$ cat src/rtl/piso_tx_scheduler.sv
// rtl/piso_tx_scheduler.sv - round-robin scheduler sharing one PISO shift register among requesters
//
// Purpose: arbitrates NUM_REQ requesters round-robin, loads the winner's word into an
// external PISO, then lets it shift WIDTH bits MSB-first, followed by GAP idle cycles.
// Flags which PISO serial_out cycles carry frame bits and pulses done on the last one.
//
// Ports:
//   clk          rising-edge clock
//   reset        synchronous, active-low
//   req          per-requester request, held together with its word until gnt
//   data_in      requester i word at [i*WIDTH +: WIDTH]
//   gnt          one-hot 1-cycle pulse: that requester's word was taken
//   piso_load    PISO load strobe
//   piso_data    PISO parallel word
//   frame_valid  PISO serial_out carries a frame bit this cycle
//   frame_owner  requester index owning the current frame
//   busy         scheduler not idle
//   done         pulse with the last valid bit of a frame
module piso_tx_scheduler #(
  parameter int NUM_REQ = 4,
  parameter int WIDTH   = 4,
  parameter int GAP     = 1
) (
  input  logic                       clk,
  input  logic                       reset,
  input  logic [NUM_REQ-1:0]         req,
  input  logic [NUM_REQ*WIDTH-1:0]   data_in,
  output logic [NUM_REQ-1:0]         gnt,
  output logic                       piso_load,
  output logic [WIDTH-1:0]           piso_data,
  output logic                       frame_valid,
  output logic [$clog2(NUM_REQ)-1:0] frame_owner,
  output logic                       busy,
  output logic                       done
);

  localparam int PTR_W = $clog2(NUM_REQ);
  localparam int CNT_W = (WIDTH > 1) ? $clog2(WIDTH) : 1;
  localparam int GAP_W = 4;
  localparam logic [PTR_W-1:0] PTR_RST  = PTR_W'(NUM_REQ - 1);
  localparam logic [CNT_W-1:0] CNT_LAST = CNT_W'(WIDTH - 1);
  localparam logic [GAP_W-1:0] GAP_LAST = GAP_W'(GAP - 1);

  typedef enum logic [1:0] {S_IDLE, S_LOAD, S_SHIFT, S_GAP} state_t;

  state_t               state_q, state_d;
  logic [PTR_W-1:0]     ptr_q, ptr_d;
  logic [CNT_W-1:0]     bit_cnt_q, bit_cnt_d;
  logic [GAP_W-1:0]     gap_cnt_q, gap_cnt_d;
  logic [NUM_REQ-1:0]   gnt_q, gnt_d;
  logic                 piso_load_q, piso_load_d;
  logic [WIDTH-1:0]     piso_data_q, piso_data_d;
  logic                 frame_valid_q, frame_valid_d;
  logic [PTR_W-1:0]     frame_owner_q, frame_owner_d;
  logic                 busy_q, busy_d;
  logic                 done_q, done_d;

  logic                 found;
  logic [PTR_W-1:0]     win;
  logic [WIDTH-1:0]     win_word;
  logic [NUM_REQ-1:0]   win_gnt;

  // Search order starts just after the last winner, so the previous owner has lowest priority.
  always_comb begin
    found = 1'b0;
    win   = '0;
    for (int i = 1; i <= NUM_REQ; i++) begin
      for (int j = 0; j < NUM_REQ; j++) begin
        if (!found && req[j] && (j == (int'(ptr_q) + i) % NUM_REQ)) begin
          found = 1'b1;
          win   = PTR_W'(j);
        end
      end
    end
  end

  always_comb begin
    win_word = '0;
    win_gnt  = '0;
    for (int j = 0; j < NUM_REQ; j++) begin
      if (win == PTR_W'(j)) begin
        win_word   = data_in[j*WIDTH +: WIDTH];
        win_gnt[j] = 1'b1;
      end
    end
  end

  always_comb begin
    state_d       = state_q;
    ptr_d         = ptr_q;
    bit_cnt_d     = bit_cnt_q;
    gap_cnt_d     = gap_cnt_q;
    gnt_d         = '0;
    piso_load_d   = 1'b0;
    piso_data_d   = piso_data_q;
    frame_owner_d = frame_owner_q;
    done_d        = 1'b0;
    // The PISO registers serial_out, so its bits trail the SHIFT state by one cycle.
    frame_valid_d = (state_q == S_SHIFT);

    case (state_q)
      S_IDLE: begin
        if (found) begin
          state_d       = S_LOAD;
          gnt_d         = win_gnt;
          piso_load_d   = 1'b1;
          piso_data_d   = win_word;
          frame_owner_d = win;
          ptr_d         = win;
        end
      end
      S_LOAD: begin
        state_d   = S_SHIFT;
        bit_cnt_d = '0;
      end
      S_SHIFT: begin
        if (bit_cnt_q == CNT_LAST) begin
          done_d    = 1'b1;
          bit_cnt_d = '0;
          gap_cnt_d = '0;
          state_d   = (GAP > 0) ? S_GAP : S_IDLE;
        end else begin
          bit_cnt_d = bit_cnt_q + 1'b1;
        end
      end
      S_GAP: begin
        if (gap_cnt_q == GAP_LAST) begin
          gap_cnt_d = '0;
          state_d   = S_IDLE;
        end else begin
          gap_cnt_d = gap_cnt_q + 1'b1;
        end
      end
      default: state_d = S_IDLE;
    endcase

    busy_d = (state_d != S_IDLE);
  end

  always_ff @(posedge clk) begin
    if (!reset) begin
      state_q       <= S_IDLE;
      ptr_q         <= PTR_RST;
      bit_cnt_q     <= '0;
      gap_cnt_q     <= '0;
      gnt_q         <= '0;
      piso_load_q   <= 1'b0;
      piso_data_q   <= '0;
      frame_valid_q <= 1'b0;
      frame_owner_q <= '0;
      busy_q        <= 1'b0;
      done_q        <= 1'b0;
    end else begin
      state_q       <= state_d;
      ptr_q         <= ptr_d;
      bit_cnt_q     <= bit_cnt_d;
      gap_cnt_q     <= gap_cnt_d;
      gnt_q         <= gnt_d;
      piso_load_q   <= piso_load_d;
      piso_data_q   <= piso_data_d;
      frame_valid_q <= frame_valid_d;
      frame_owner_q <= frame_owner_d;
      busy_q        <= busy_d;
      done_q        <= done_d;
    end
  end

  assign gnt         = gnt_q;
  assign piso_load   = piso_load_q;
  assign piso_data   = piso_data_q;
  assign frame_valid = frame_valid_q;
  assign frame_owner = frame_owner_q;
  assign busy        = busy_q;
  assign done        = done_q;

endmodule
$ cat config.mk
export PLATFORM = sky130hd
export DESIGN_NAME = piso_tx_scheduler
export DESIGN_NICKNAME = d
export VERILOG_FILES = /design/src/rtl/piso_tx_scheduler.sv
export SDC_FILE = /design/constraint.sdc
export NUM_CORES = 1
export LEC_CHECK = 0
export ABC_AREA = 1
export BUFFER_PORTS_ARGS = -buffer_cell sky130_fd_sc_hd__buf_4
export CAP_MARGIN = 25
export CORE_MARGIN = 2
export CORE_UTILIZATION = 57
export DETAILED_ROUTE_END_ITERATION = 8
export MAX_ROUTING_LAYER = met4
export PLACE_DENSITY = 0.95
export SYNTH_ARGS = -nofsm -noshare
export SYNTH_HDL_FRONTEND = slang
export SYNTH_SLANG_ARGS = --single-unit
$ cat constraint.sdc
create_clock -name clk -period 3.65 [get_ports clk]
set_clock_uncertainty 0.2 [all_clocks]
set_input_delay 0.1825 -clock clk [delete_from_list [all_inputs] [get_ports clk]]
set_output_delay 0.1825 -clock clk [all_outputs]
set_load 0.005 [all_outputs]
# Word level (Yosys, flattened, before mapping)
# Cells that the tools add are included.
# W data, S select, Z words.
[word_totals] reg_bits=24 input_bits=22 out_inout_bits=14
[classes] addsub=6 bitwise_logic=4 mux=50 reduce_logical=65 eq_ne=20
[op_table] op="$logic_not A32 Y1" count=4
[op_table] op="$mux W2" count=18
[op_table] op="$logic_and A1 B1 Y1" count=31
[op_table] op="$eq A3 B3 Y1 const A" count=8
[op_table] op="$mux W4" count=6
[op_table] op="$mux W1" count=23
[op_table] op="$logic_not A1 Y1" count=15
[op_table] op="$eq A2 B3 Y1 const A" count=4
[op_table] op="$eq A2 B2 Y1 const B" count=5
[op_table] op="$pmux W2 S4" count=1
[op_table] op="$pmux W4 S2" count=1
[op_table] op="$reduce_and A2 Y1" count=4
[op_table] op="$reduce_or A2 Y1" count=4
[op_table] op="$add A2 B1 Y2 const B" count=3
[op_table] op="$reduce_bool A2 Y1" count=3
[op_table] op="$add A2 B2 Y2 const B" count=2
[op_table] op="$add A4 B1 Y4 const B" count=1
[op_table] op="$and A1 B1 Y1 const A" count=4
[op_table] op="$eq A2 B1 Y1 const B" count=2
[op_table] op="$logic_not A2 Y1" count=2
[op_table] op="$logic_not A4 Y1" count=1
[op_table] op="$pmux W2 S2" count=1
[op_table] op="$reduce_and A3 Y1" count=1
[op_table] op="$ne A2 B1 Y1 const B" count=1

# Logic depth before layout (Yosys ltp)
[depth] depth_word=71 depth_mapped=18 ltp_nobuf=17

# Least setup slack after synthesis
# Ideal clock, no wire load.
[synth_path] path_kind="reg-to-reg" startpoint="reg ptr_q[0]" endpoint="reg piso_data_q[2], in the netlist piso_data[2]" arrival_ns=1.945 setup_ns=0.133 slack_ns=1.372 path_buffers=1 synth_period_minus_slack_ns=2.278 path_stages_with_launch=19 path_cell_list="dfxtp_1 > inv_2 > nand3_1 > nand2_2 > nor2_4 > nand4_2 > nor2_2 > nand4_2 > nor2_4 > nand2_2 > nor2_4 > nand3_4 > nand2_2 > buf_8 > nand3b_1 > nand2_1 > inv_1 > nand2_1 > a21oi_2"
[synth_between] elab_chain_cells=71 elab_cells_between_ends=114 classes_between="add/sub: 4; eq/ne: 15; mux: 35; bitwise: 4; reduce/logical: 56"
[synth_rtl] item="start, declared" line="47" source="logic [PTR_W-1:0] ptr_q, ptr_d;"
[synth_rtl] item="start signal, assigned" line="155" source="ptr_q <= ptr_d;"
[synth_rtl] item="$add A2 B1 Y2" line="69" source="if (!found && req[j] && (j == (int'(ptr_q) + i) % NUM_REQ)) begin"
[synth_rtl] item="$reduce_or A2 Y1 (no line)"
[synth_rtl] item="$and A1 B1 Y1 (no line)"
[synth_rtl] item="$logic_not A32 Y1" line="69"
[synth_rtl] item="$logic_and A1 B1 Y1" line="69"
[synth_rtl] item="$mux W1" line="69"
[synth_rtl] item="$logic_not A1 Y1" line="69"
[synth_rtl] item="$logic_and A1 B1 Y1 (2 in a row)" line="69"
[synth_rtl] item="[... 49 more ...]"
[synth_rtl] item="$logic_not A1 Y1" line="69"
[synth_rtl] item="$logic_and A1 B1 Y1 (2 in a row)" line="69"
[synth_rtl] item="$mux W1" line="69"
[synth_rtl] item="$logic_not A1 Y1" line="69"
[synth_rtl] item="$logic_and A1 B1 Y1 (2 in a row)" line="69"
[synth_rtl] item="$mux W2" line="69"
[synth_rtl] item="$logic_not A2 Y1" line="81" source="if (win == PTR_W'(j)) begin"
[synth_rtl] item="$mux W4 (4 in a row)" line="81"
[synth_rtl] item="end signal, assigned" line="160" source="piso_data_q <= piso_data_d;"
[synth_rtl] item="end, declared" line="52" source="logic [WIDTH-1:0] piso_data_q, piso_data_d;"
# Parallel ways exist; a longest one is shown, timed or not.
# A chain may end at the register's enable or synchronous reset.

# Worst setup path in the final report
[layout_path] startpoint="reg ptr_q[0]" endpoint="reg piso_data_q[1], in the netlist piso_data[1]"
# Same word-level chain as after synthesis.

==> reports/metrics.csv <==
metric,value,unit
synth_top_family_by_area,simple AND/OR/NAND/NOR gates,
cts.reportedPaths.clkPinSlew,130,ps
fin_setup_tns,0,ps
insertion_delay,310,ps
num_antenna_cells,0,
status,"complete, no violations",
vias,1394,
std_cell_rows,18,
max_freq,382,MHz
syn2layout_area_growth,21.6,%
hold_viol_final,0,
drt-initial-drc-count,34,
clock_path_buffers,2,
required,3650,ps
synth_compound_area_frac,0.117,
drc,0,
slew_headroom,0.650,
synth_xor_area_frac,0.0116,
cts_setup_buffers,0,
cp_max_fo,12,
grt_pass1_wl,5.62,mm
grt_max_degree,15,
final.period_utilization,0.718,
hold-path-cell-count,5,
io_pins,36,
r2r-start,ptr_q[0],
crit_type,flop to flop,
crit_arrival,2620,ps
endpoint,piso_data[1],
peakVddDrop,0.000503,V
cts_tree,built,
muxShareOfSynthArea,0,
grt_pass1_vias,1352,
ys_seq_area_frac,0.319,
startpoint_type,flop,
grt_overflow,0,
multi_input_comb_area,845,µm²
syn-num-nets,236,
layout_setup_ws,1030,ps
power_density,527,mW/mm²
detail_route.wirelength,3.15,mm
wire_per_inst,11.5,µm
r2r_slack,1030,ps
r2r_cells,17,
dieArea,0.00307,mm²
coreArea,0.00250,mm²
finalSetupViolCount,0,
synthAdderAreaFrac,0.0582,
place_congestion,0.976,
p_leak,0.888,nW
yosys_warnings,0,
layout_min_cycle_time,2620,ps
ctsResizeCount,0,
place_ws,1050,ps
tightest_slew,524,ps
yosys.area_share.simple,0.374,
syn-instance-count,207,
yosys_register_bits,24,
grt_setup_unrepaired,false,
finalMaxSlewViolations,0,
fill_cells,201,
via_per_inst,5.11,
maxCapViolCount,0,
root_buffer,clkbuf_4,
drt-pass1-iter-count,4,
ant_nets,0,
yosysUniqueCellTypes,29,
syn_area_per_cell,7.27,µm²
seqCellArea,480,µm²
io_buffers,35,
cts_made_buffers,3,
cts_sinks,24,
fp.dieW,55.4,µm
grt_usage,0.230,
fp.dieH,55.4,µm
drive_above_1_share,0.280,
htree_levels,1,
hold_path.class,primary input to flop,
dpl.hpwl,2.53,mm
initial_core_util,0.602,
antenna_found_initial,0,
r2r-end,piso_data[1],
fin_nets,273,
syn_area,0.00151,mm²
end_kind,flop,
setup.worst_path.start,ptr_q[0],
-- critical path, stage by stage, from the launching register on --
cell	delay, ps
dfxtp_1	460
nor2_1	120
nand2_1	110
nand2_2	70
nor2_4	110
nand4_2	120
nor2_2	120
nand4_2	120
nor2_4	130
nand2_2	70
nor2_4	110
nand3_4	130
nand2_2	260
nand3b_1	130
nand2_1	80
inv_1	40
nand2_1	70
a21oi_2	50
-- power breakdown --
part	internal, mW	switching (mW)	leakage [nW]
Sequential	0.304	0.0298	0.197
Clock	0.111	0.0799	0.0279
Combinational	0.172	0.268	0.663
-- per-stage QoR --
stage	instances	cell area, µm²	power (mW)	hold slack, ps	utilization
floorplan	207	1510	0.676	80.1	-
global placement	268	1770	0.766	228	0.707
detailed placement	268	1770	0.779	247	0.707
CTS	273	1830	0.967	38.7	0.732
global route	273	1830	1.04	43.7	0.732
finish	273	1830	0.965	34.1	0.732
-- routing by layer --
| metal | wire (µm) | vias to the layer above | track usage |
|---|---|---|---|
| met5 | 0 | - | - |
| met4 | 11 | 0 | 0.0348 |
| met3 | 111 | 2 | 0.0492 |
| met2 | 1600 | 37 | 0.418 |
| met1 | 1430 | 608 | 0.263 |
| li1 | - | 747 | - |
-- area by class of cell --
type | count | share of cell area
multi-input cells | 141 | 0.461
flip-flops and latches | 24 | 0.262
repair buffers | 36 | 0.149
inverters | 38 | 0.0779
well taps | 30 | 0.0205
clock inverters | 1 | 0.0164
clock buffers | 3 | 0.0123
-- placed cells by master, fill, tap and decap left out, drive strengths merged --
master / count
nand3b: 4
nand3: 17
nand2: 39
o21bai: 1
o31ai: 2
inv: 38
xor2: 2
bufinv: 1
nor2: 26
o211ai: 2
a221oi: 1
a21oi: 12
o21ai: 8
dfxtp: 24
buf: 35
ha: 7
clkbuf: 3
nor3: 7
nand4: 13
dlygate4sd3: 1
-- worst min path at each step --
stage                     startpoint      endpoint
after floorplan                reset   frame_valid
after global placement         reset   frame_valid
after detailed placement       reset      ptr_q[1]
after CTS                 data_in[4]  piso_data[0]
after global routing      data_in[7]  piso_data[3]
final                     data_in[4]  piso_data[0]
-- state kept, by name, indices dropped and copies added (netlist names) --
register,cells
bit_cnt_q,2
busy,1
done,1
frame_owner,2
frame_valid,1
gap_cnt_q,4
gnt,4
piso_data,4
piso_load,1
ptr_q,2
state_q,2
-- cells in the mapped netlist, drive strengths merged --
cell    count  area [µm²]
nand2      39         159
inv        38         143
nor2       26         133
dfxtp      24         480
nand3      17         113
nand4      13        93.8
a21oi      12        75.1
o21ai       8        55.1
ha          7        87.6
nor3        7        35.0
nand3b      4        30.0
buf         3        33.8
o211ai      2        15.0
o31ai       2        15.0
xor2        2        17.5
a221oi      1        8.76
clkbuf      1        3.75
o21bai      1        7.51
-- logic make-up after synthesis --
group,Yosys count
compound gates,26
xor+xnor,2
fa+ha+maj,7
buf+inv,42
flops,24
simple gates,106
-- timing repair --
action | CTS | global route
hold buffers | 1 | 0
hold endpoints to repair | 6 | 0
setup endpoints to repair | 0 | 0
Note: power is estimated with default switching activity, not from simulation.
